[src/rtl/div_unit_pkg.sv]
// Shared definitions for the execute-stage divider: state codes, handshake
// levels and the register-bus widths used by the HI/LO datapath.
package div_unit_pkg;

  localparam int RegBus       = 32;
  localparam int DoubleRegBus = 2 * RegBus;

  localparam logic DivStart          = 1'b1;
  localparam logic DivStop           = 1'b0;
  localparam logic DivResultReady    = 1'b1;
  localparam logic DivResultNotReady = 1'b0;

  typedef enum logic [1:0] {
    DivFree   = 2'b00,
    DivByZero = 2'b01,
    DivOn     = 2'b10,
    DivEnd    = 2'b11
  } div_state_e;

endpackage : div_unit_pkg

[src/rtl/div_unit.sv]
// Multi-cycle radix-2 restoring divider; result is {remainder, quotient}
// for the HI/LO pair, held under a start/ready handshake until consumed.
module div_unit
  import div_unit_pkg::*;
#(
  parameter int WIDTH = RegBus,
  parameter int CNT_W = 6
) (
  input  logic               clk,
  input  logic               rst,
  input  logic               signed_div_i,
  input  logic [WIDTH-1:0]   opdata1_i,
  input  logic [WIDTH-1:0]   opdata2_i,
  input  logic               start_i,
  input  logic               annul_i,
  output logic [2*WIDTH-1:0] result_o,
  output logic               ready_o
);

  div_state_e       state;
  logic [CNT_W-1:0] cnt;
  logic [WIDTH-1:0] rem;
  logic [WIDTH-1:0] dvd;
  logic [WIDTH-1:0] divisor;
  logic             signed_q;
  logic             sign1_q;
  logic             sign2_q;

  logic             op1_neg;
  logic             op2_neg;
  logic [WIDTH:0]   diff;

  assign op1_neg = signed_div_i & opdata1_i[WIDTH-1];
  assign op2_neg = signed_div_i & opdata2_i[WIDTH-1];

  // Trial subtract on the shifted partial remainder; diff[WIDTH] is the borrow.
  assign diff = {rem, dvd[WIDTH-1]} - {1'b0, divisor};

  // NOTE: all state updates use non-blocking assignments so every register
  // samples the pre-edge values, independent of statement order.
  always_ff @(posedge clk or posedge rst) begin
    if (rst) begin
      state    <= DivFree;
      cnt      <= '0;
      rem      <= '0;
      dvd      <= '0;
      divisor  <= '0;
      signed_q <= 1'b0;
      sign1_q  <= 1'b0;
      sign2_q  <= 1'b0;
      result_o <= '0;
      ready_o  <= DivResultNotReady;
    end else begin
      case (state)
        DivFree: begin
          ready_o  <= DivResultNotReady;
          result_o <= '0;
          if (start_i == DivStart && !annul_i) begin
            if (opdata2_i == '0) begin
              state <= DivByZero;
            end else begin
              dvd      <= op1_neg ? -opdata1_i : opdata1_i;
              divisor  <= op2_neg ? -opdata2_i : opdata2_i;
              rem      <= '0;
              cnt      <= '0;
              signed_q <= signed_div_i;
              sign1_q  <= opdata1_i[WIDTH-1];
              sign2_q  <= opdata2_i[WIDTH-1];
              state    <= DivOn;
            end
          end
        end

        DivByZero: begin
          if (annul_i) begin
            state <= DivFree;
          end else begin
            rem      <= '0;
            dvd      <= '0;
            result_o <= '0;
            ready_o  <= DivResultReady;
            state    <= DivEnd;
          end
        end

        DivOn: begin
          if (annul_i) begin
            state    <= DivFree;
            ready_o  <= DivResultNotReady;
            result_o <= '0;
          end else if (cnt != CNT_W'(WIDTH)) begin
            rem <= diff[WIDTH] ? {rem[WIDTH-2:0], dvd[WIDTH-1]} : diff[WIDTH-1:0];
            dvd <= {dvd[WIDTH-2:0], ~diff[WIDTH]};
            cnt <= cnt + 1'b1;
          end else begin
            // Quotient is negative on differing signs; remainder follows the dividend.
            result_o <= {(signed_q && sign1_q) ? -rem : rem,
                         (signed_q && (sign1_q ^ sign2_q)) ? -dvd : dvd};
            ready_o  <= DivResultReady;
            state    <= DivEnd;
          end
        end

        DivEnd: begin
          if (start_i == DivStop) begin
            state    <= DivFree;
            ready_o  <= DivResultNotReady;
            result_o <= '0;
            cnt      <= '0;
          end else begin
            ready_o <= DivResultReady;
          end
        end

        default: state <= DivFree;
      endcase
    end
  end

endmodule : div_unit
[config.mk]
export PLATFORM = sky130hd
export DESIGN_NAME = div_unit
export DESIGN_NICKNAME = d
export VERILOG_FILES = /design/src/rtl/div_unit_pkg.sv /design/src/rtl/div_unit.sv
export SDC_FILE = /design/constraint.sdc
export NUM_CORES = 1
export LEC_CHECK = 0
export ABC_AREA = 1
export BUFFER_PORTS_ARGS = -buffer_cell sky130_fd_sc_hd__clkbuf_2
export CORE_MARGIN = 2
export CORE_UTILIZATION = 30
export DETAILED_ROUTE_END_ITERATION = 8
export PLACE_DENSITY = 0.54
export RECOVER_POWER = 100
export SYNTH_ARGS = -nofsm -noshare
export SYNTH_HDL_FRONTEND = slang
export SYNTH_SLANG_ARGS = --single-unit
[constraint.sdc]
create_clock -name clk -period 18.3 [get_ports clk]
set_clock_uncertainty 0.15 [all_clocks]
set_input_delay 3.66 -clock clk [delete_from_list [all_inputs] [get_ports clk]]
set_output_delay 3.66 -clock clk [all_outputs]
set_load 0.005 [all_outputs]
Word-level counts from Yosys, hierarchy flattened
Index checks and enable logic that the tools add are counted.
- add/subtract/negate cells: 6
- equality and inequality tests: 11
- multiplexer cells: 39
- bitwise logic cells: 5
- reductions and logical operators: 14
- operators with widths (operator ; count):
    two-way mux 32 bit ; 14
    two-way mux 64 bit ; 4
    one-hot mux 64 bit (4 select lines) ; 1
    one-hot mux 32 bit (3 select lines) ; 2
    negator 32 bit ; 4
    subtractor 33 x 32 -> 33 bit ; 1
    logical NOT 32 bit ; 1
    two-way mux 6 bit ; 5
    one-hot mux 6 bit (3 select lines) ; 1
    two-way mux 2 bit ; 6
    != test 2 bit, second input constant ; 6
    AND reduction 6 bit ; 2
    AND reduction 3 bit ; 3
    one-hot mux 2 bit (4 select lines) ; 1
    adder 6 x 1 -> 6 bit, second input constant ; 1
    != test 6 bit, second input constant ; 1
    nonzero test 3 bit ; 2
    == test 2 bit, second input constant ; 2
    two-way mux 1 bit ; 4
    one-hot mux 1 bit (4 select lines) ; 1
    logical AND 1 bit ; 3
    != test 3 bit, second input constant ; 1
    AND 1 bit ; 2
    == test 2 x 1 -> 1 bit, second input constant ; 1
    5 further kinds ; 6
- flip-flop bits (word level): 172
- bits of input ports: 69
- output and inout port bits: 65
- logic and storage cells: 85

Depth between registers and ports, before layout
Gate-level depths: netlist (run 1).
- word-level depth: 6
- gate-level depth with buffers: 18
- mapped depth without buffers: 17

Worst setup path after synthesis (run 1)
OpenSTA, ideal clock, no wires.
- kind: in2reg
- from: input port opdata2_i[0]
- to: register dvd[28]
- library setup time: 0.123 ns
- arrival time: 4.931 ns
- data required time: 18.027 ns
- setup slack: 13.097 ns
- cell stages on the path: 11
- path buffers: 0
- path through: inv_1 > ha_1 > nand2_1 > nor2_4 > nand2_2 > nor2_4 > nand2_2 > nand3_4 > inv_4 > or2_0 > a21boi_1
- longest elaborated chain between the ends: 3
- ends and longest elaborated chain (item ; line ; source):
    start: declaration ; div_unit.sv:13 ; input logic [WIDTH-1:0] opdata2_i,
    logical NOT 32 bit ; div_unit.sv:59 ; if (opdata2_i == '0) begin
    != test 2 bit (no source line) ; n/a ;
    AND reduction 6 bit (no source line) ; n/a ;
    end signal: assignment ; div_unit.sv:62 ; dvd <= op1_neg ? -opdata1_i : opdata1_i;
    end signal: assignment ; div_unit.sv:93 ; dvd <= {dvd[WIDTH-2:0], ~diff[WIDTH]};
    end: declaration ; div_unit.sv:23 ; logic [WIDTH-1:0] dvd;
Every way passes these cells.
A chain may end at the register's enable or synchronous reset.

==> results.txt, run 1 <==
status - complete, but fails checks
violated checks - capacitance limit, slew limit
Net count, final - 2,314
FF-to-FF Start - state[0]
syn nets - 2,215
post-synth top area share - 0.321
combinational power share - 0.610
drt first-iter violations - 1,132
period utilization - 0.539
Critical Path End - dvd[1]
ant diodes - 0
Site Rows - 77
Top Family by Delay on Critical Path - buffers and inverters
Max transition margin - -2.12
largest net degree at the start of global routing - 102
I/O Pins - 134
detailed placement HPWL - 33,100 um
synthesized area - 0.0134 mm2
register area share after synthesis - 0.321
Critical Path AT - 9370 ps
RSZ-0062 raised after global routing - false
post-CTS setup buffer count - 0
CTS tree - done
CP cell instances - clkbuf_2 -> clkinvlp_2 -> clkbuf_1
Antenna Nets Post-Route - 0
DIE HEIGHT - 215 um
Synth Area per Inst - 6.37 um2
crit path buf inv count - 3
Clk Latency, worst-skew pair - 450 ps
dominant cell type by area after synthesis - dfrtp_1
IO buf count - 133
# resized after CTS - 0
Overflow after GRT - 0
Fin. Hold Viols - 0
Synth Flop Type - dfrtp_1
Max clock buf depth - 2
Power Internal - 1.25 mW
Syn-to-layout area delta - 12.0%
DRC violations left - 0
Min-Delay Path Class - flip-flop to flip-flop
CP max stage cell - clkbuf_1
clock slew at reported path FFs - 70 ps
Yosys reg bits - 172
Via-to-Cell Ratio - 4.79
die area - 0.0463 mm2
max-slew violations - 356
switching share of power - 0.535
first-pass GRT wire length - 68,000 um
share of cells above drive strength 1 - 0.0786
drt wl/cell - 15.1 um
Syn Inst Count - 2,101
WL final - 42,300 um
Clock Power Share - 0.138
crit path max fanout - 101
CTS root buffer - clkbuf_16
CORE AREA - 0.0441 mm2
Worst path depth - 3
CTS buffer count - 17
sequential share of power - 0.252
Tot GR Track Use - 0.184
Peak VDD IR - 84.0 uV
Sum Neg Setup Slack - 0 ps
Worst-Margin Slew - 4660 ps
critical path class - input port to asynchronous set/reset pin
synth warn - 0
CP Launch Point - rst
worst hold margin - 335 ps
commonest cells in the netlist - nand2_1, inv_1, nand3_1
Critical Path End Type - asynchronous set/reset pin
Slowest Stage Delay on Critical Path - 2910 ps
drt pass-1 iters - 5
Startpoint Class - input port
Netlist cell types - 48
Final setup viols - 0
vias in the first global route - 12,782
Async SR Flop Fraction - 1.00
GPL Wtd Cong - 0.881
vias after detailed routing - 13,433
H-Tree Depth - 4
most common cell in the netlist - nand2_1
antenna violations before repair - 0
CTS Sinks - 172
Die X - 215 um
Worst R2R End - rem[13]
Post-synth EDFFs - 0
Tmin final - 9860 ps
P per Cell Area - 179 mW/mm2
sw power - 1.44 mW
initial core utilization - 0.303
Hold Buf Count CTS - 0
Worst Path Required - 17,800 ps
max frequency - 101 MHz
MaxCap Viol Count - 6
largest cells by area after synthesis - dfrtp_1, nand2_1, inv_1
Leak - 7.89 nW
Worst Reg-to-Reg Cells - 9
r2r setup slk - 12,400 ps
-- worst min-delay path by stage --
| stage | from | end | slack (ps) | depth (start not counted) |
|---|---|---|---|---|
| after floorplan | divisor[28] | divisor[28] | 300 | 2 |
| after global placement | result_o[23] | result_o[23] | 320 | 2 |
| after detailed placement | result_o[23] | result_o[23] | 320 | 2 |
| after CTS | result_o[23] | result_o[23] | 340 | 2 |
| after global routing | result_o[20] | result_o[20] | 360 | 2 |
| final | divisor[28] | divisor[28] | 330 | 2 |
-- layout by cell type (no fill, tap or decap), drive strengths merged --
master,count
a21boi,4
o31ai,14
clkinv,8
a21o,1
o211ai,4
o22ai,6
a21oi,77
a22oi,9
inv,310
or2,2
nor2,191
clkinvlp,2
dfrtp,172
nor3,25
a31oi,1
o32ai,3
xor2,40
o21a,3
a2bb2oi,2
clkbuf,153
nor4,2
ha,44
buf,3
and2,3
fa,1
nand3b,7
nand4,27
o21bai,5
nand3,195
xnor2,20
nand2,720
o21ai,159
-- logic make-up (layout without fill, tap and decap cells) --
logic type / count (synthesis) / after routing / synth area share
AND/OR/NAND/NOR: 1172 / 1172 / 0.369
buffers and inverters: 364 / 476 / 0.110
AO/OA/AOI/OAI: 288 / 288 / 0.119
flip-flops: 172 / 172 / 0.321
XOR/XNOR: 60 / 60 / 0.0392
adder cells (fa/ha/maj): 45 / 45 / 0.0426
-- flip-flops by register name, indices dropped and copies added (netlist names), 2 cells and up --
register	flops
cnt	6
divisor	32
dvd	32
rem	32
result_o	64
state	2
-- metrics by stage --
stage	instance area [um2]	util	power [mW]	std cells	setup WS, ps
floorplan	13400	-	1.88	2101	9830
global placement	14500	0.329	2.31	2773	11860
detailed placement	14500	0.329	2.33	2773	11800
CTS	15100	0.342	2.71	2805	12280
global route	15000	0.340	2.97	2805	6900
finish	15000	0.340	2.69	2805	8440
-- worst reg2reg max path, delay by kind of cell, from the launching register on --
family                     cells  cell delay [ps]
and+or+nand+nor                6             4620
adders and majority gates      1              340
DFF                            1              440
buffers and inverters          2              280
-- final cells by class --
type,count,area (um2)
Inverter,307,1150
Timing Repair Buffer,137,654
Tap cell,592,741
Clock buffer,19,453
Multi-Input combinational cell,1565,7560
Clock inverter,13,125
Sequential cell,172,4300
Fill cell,4972,29100
-- layer usage --
metal / wire, um / track usage / vias up
met5: 0 / 0 / -
met4: 867 / 0.0554 / 0
met3: 2130 / 0.0307 / 33
met2: 18800 / 0.296 / 320
met1: 20500 / 0.253 / 6205
li1: - / - / 6875
-- power by group through the flow --
stage	logic, mW	registers [mW]	clock network [mW]
after floorplan	1.25	0.629	0
after global placement	1.64	0.675	0
after detailed placement	1.65	0.681	0
after CTS	1.66	0.674	0.383
after global routing	1.88	0.695	0.396
final	1.64	0.676	0.371
No activity file was read; power rests on OpenSTA's default activity.
==> run 2: changes to the inputs <==
- PLACE_DENSITY: 0.54 -> 0.56
- clock period: 18.3 -> 8.6 ns (I/O delays scaled with it)
==> run 2 against run 1 <==
Compared with the run above: worst setup slack worse by 5800 ps; first-iteration DRC count down 12%; hold slack worse by 2.2 ps; the flow still finishes with violations (capacitance limit, slew limit); flip-flop and latch count is the same; non-clock buffer count stayed put; sequential power is 110% higher; count of clock-buffer cells in the layout unchanged; sequential share of layout area about the same; combinational power is 110% higher.
==> results.txt, run 2 (synthesis gave the netlist of run 1 again) <==
Worst path depth - 12 (+9)
IO buf count - 133 (unchanged)
first-pass GRT wire length - 67,900 um (-0.14%)
ant diodes - 0 (unchanged)
GPL Wtd Cong - 0.919 (+4.3%)
Max clock buf depth - 2 (unchanged)
period utilization - 0.698
P per Cell Area - 381 mW/mm2 (+110%)
WHS Path Cells - 2 (unchanged)
Via-to-Cell Ratio - 4.80 (+0.17%)
CTS buffer count - 17 (unchanged)
DIE HEIGHT - 215 um (unchanged)
Worst-Margin Slew - 3190 ps (-1470 ps)
Hold Buf Count CTS - 0 (unchanged)
met2 wire len - 18,900 um (+0.32%)
max-slew violations - 261 (-27%)
Clk Latency, worst-skew pair - 470 ps (+20 ps)
max FFs per register - 64 (unchanged)
Slowest Stage Delay on Critical Path - 1730 ps (-1180 ps)
drt first-iter violations - 995 (-12%)
Die X - 215 um (unchanged)
Net count, final - 2,314 (unchanged)
sequential share of power - 0.250 (-0.002)
Critical Path End - rem[14]
I/O Pins - 134 (unchanged)
Tmin final - 6000 ps
CTS tree - done
routed wl met3 - 1980 um (-6.8%)
Metal-1 WL - 20,400 um (-0.56%)
WL final - 42,300 um (-0.11%)
post-CTS setup buffer count - 0 (unchanged)
antenna violations before repair - 1 (+1)
crit path max fanout - 61 (-40%)
critical path class - input port to flip-flop
Syn-to-layout area delta - 12.0% (about the same)
Power Internal - 2.68 mW (+110%)
Max transition margin - -1.14 (+0.985)
violated checks - capacitance limit, slew limit
CTS Sinks - 172 (unchanged)
r2r setup slk - 3510 ps (-8890 ps)
sw power - 3.05 mW (+110%)
Worst Reg-to-Reg Cells - 9 (unchanged)
drt wl/cell - 15.1 um (-0.11%)
clock slew at reported path FFs - 70 ps (about the same)
Top Family by Delay on Critical Path - simple AND/OR/NAND/NOR gates
H-Tree Depth - 4 (unchanged)
vias in the first global route - 12,634 (-1.2%)
CTS root buffer - clkbuf_16
detailed placement HPWL - 33,200 um (+0.52%)
largest net degree at the start of global routing - 69 (-32%)
crit path buf inv count - 2 (-1)
CP cell instances - clkbuf_1 -> inv_1 -> ha_1 -> nand2_1 -> nor2_1 -> nand2_2 -> nor2_1 -> nand2_2 -> nand3_1 -> nor2_4 -> nand3_1 -> nand2_1
CP Launch Point - opdata2_i[0]
Critical Path End Type - flip-flop
die area - 0.0463 mm2 (unchanged)
Most flops, register - result_o
Leak - 7.88 nW (-0.18%)
number of filler cells placed in the layout - 4,898 (-1.5%)
share of cells above drive strength 1 - 0.0777 (-0.000904)
Critical Path AT - 6250 ps (-3120 ps)
Worst Path Required - 8850 ps (-8950 ps)
initial core utilization - 0.303 (unchanged)
Sum Neg Setup Slack - 0 ps (unchanged)
commonest non-fill, non-tap cell in the layout - nand2_1
Fin. Hold Viols - 0 (unchanged)
status - complete, but fails checks
Startpoint Class - input port
max layer used - met4
Tot GR Track Use - 0.184 (+0.000231)
Worst R2R End - rem[14]
FF-to-FF Start - state[0]
RSZ-0062 raised after global routing - false
Peak VDD IR - 119 uV (+42%)
DRC violations left - 0 (unchanged)
Min-Delay Path Class - flip-flop to flip-flop
Overall Power - 5.72 mW (+110%)
drt pass-1 iters - 5 (unchanged)
Antenna Nets Post-Route - 0 (unchanged)
Clock Power Share - 0.138 (about the same)
MaxCap Viol Count - 5 (-1)
switching share of power - 0.532 (-0.00219)
max frequency - 167 MHz
Overflow after GRT - 0 (unchanged)
most frequent cells in the layout - nand2_1, inv_1, nand3_1
CORE AREA - 0.0441 mm2 (unchanged)
Final setup viols - 0 (unchanged)
vias after detailed routing - 13,456 (+0.17%)
Site Rows - 77 (unchanged)
# resized after CTS - 0 (unchanged)
CP max stage cell - nand3_1
combinational power share - 0.612 (+0.002)
-- run 2: changes by cell type in the layout (fill, tap and decap cells not counted), moves of 2 or more --
cell | previous run | this run
clkbuf_2 | 103 | 99
clkinv_2 | 1 | 3
inv_6 | 6 | 3
clkinvlp_4 | 0 | 2
clkbuf_1 | 31 | 35
-- run 2: worst min path at each step --
stage                 startpoint            to  slack [ps]
floorplan            divisor[28]   divisor[28]         300
global placement    result_o[13]  result_o[13]         320
global route         divisor[30]   divisor[30]         340
CTS                  divisor[30]   divisor[30]         340
detailed placement  result_o[13]  result_o[13]         320
finish              result_o[13]  result_o[13]         330
-- run 2: area by class of cell --
class	instances	area (um2)	area share
Timing Repair Buffer	137	649	0.0433
Multi-Input combinational cell	1565	7570	0.505
Clock inverter	13	134	0.00892
Inverter	307	1160	0.0771
Clock buffer	19	443	0.0295
Sequential cell	172	4300	0.287
Tap cell	592	741	0.0494
-- run 2: power groups by stage --
stage / logic, mW / registers, mW / clock network (mW)
global route: 4.01 / 1.47 / 0.839
CTS: 3.54 / 1.43 / 0.807
finish: 3.50 / 1.43 / 0.787
detailed placement: 3.52 / 1.44 / 0
floorplan: 2.66 / 1.34 / 0
global placement: 3.49 / 1.43 / 0
-- run 2: metrics by stage --
stage | setup slack [ps] | area (um2) | hold WS (ps) | util | instances
2_1_floorplan | 2070 | 13400 | 299 | - | 2101
3_3_place_gp | 4100 | 14500 | 317 | 0.329 | 2773
3_5_place_dp | 4000 | 14500 | 321 | 0.329 | 2773
4_1_cts | 4500 | 15100 | 339 | 0.342 | 2805
5_1_grt | 2170 | 15000 | 344 | 0.340 | 2805
6_report | 2600 | 15000 | 333 | 0.340 | 2805
-- run 2: worst reg2reg max path: cells and delay by family, from the launching register on --
family        cells  cell delay (ps)
flops             1              450
fa+ha+maj         1              340
buf+inv           2              310
simple gates      6             3780
-- run 2: metal layers --
metal / vias up / track usage
li1: 6877 / -
met3: 55 / 0.0279
met4: 0 / 0.0561
met2: 346 / 0.293
met5: - / 0
met1: 6178 / 0.257
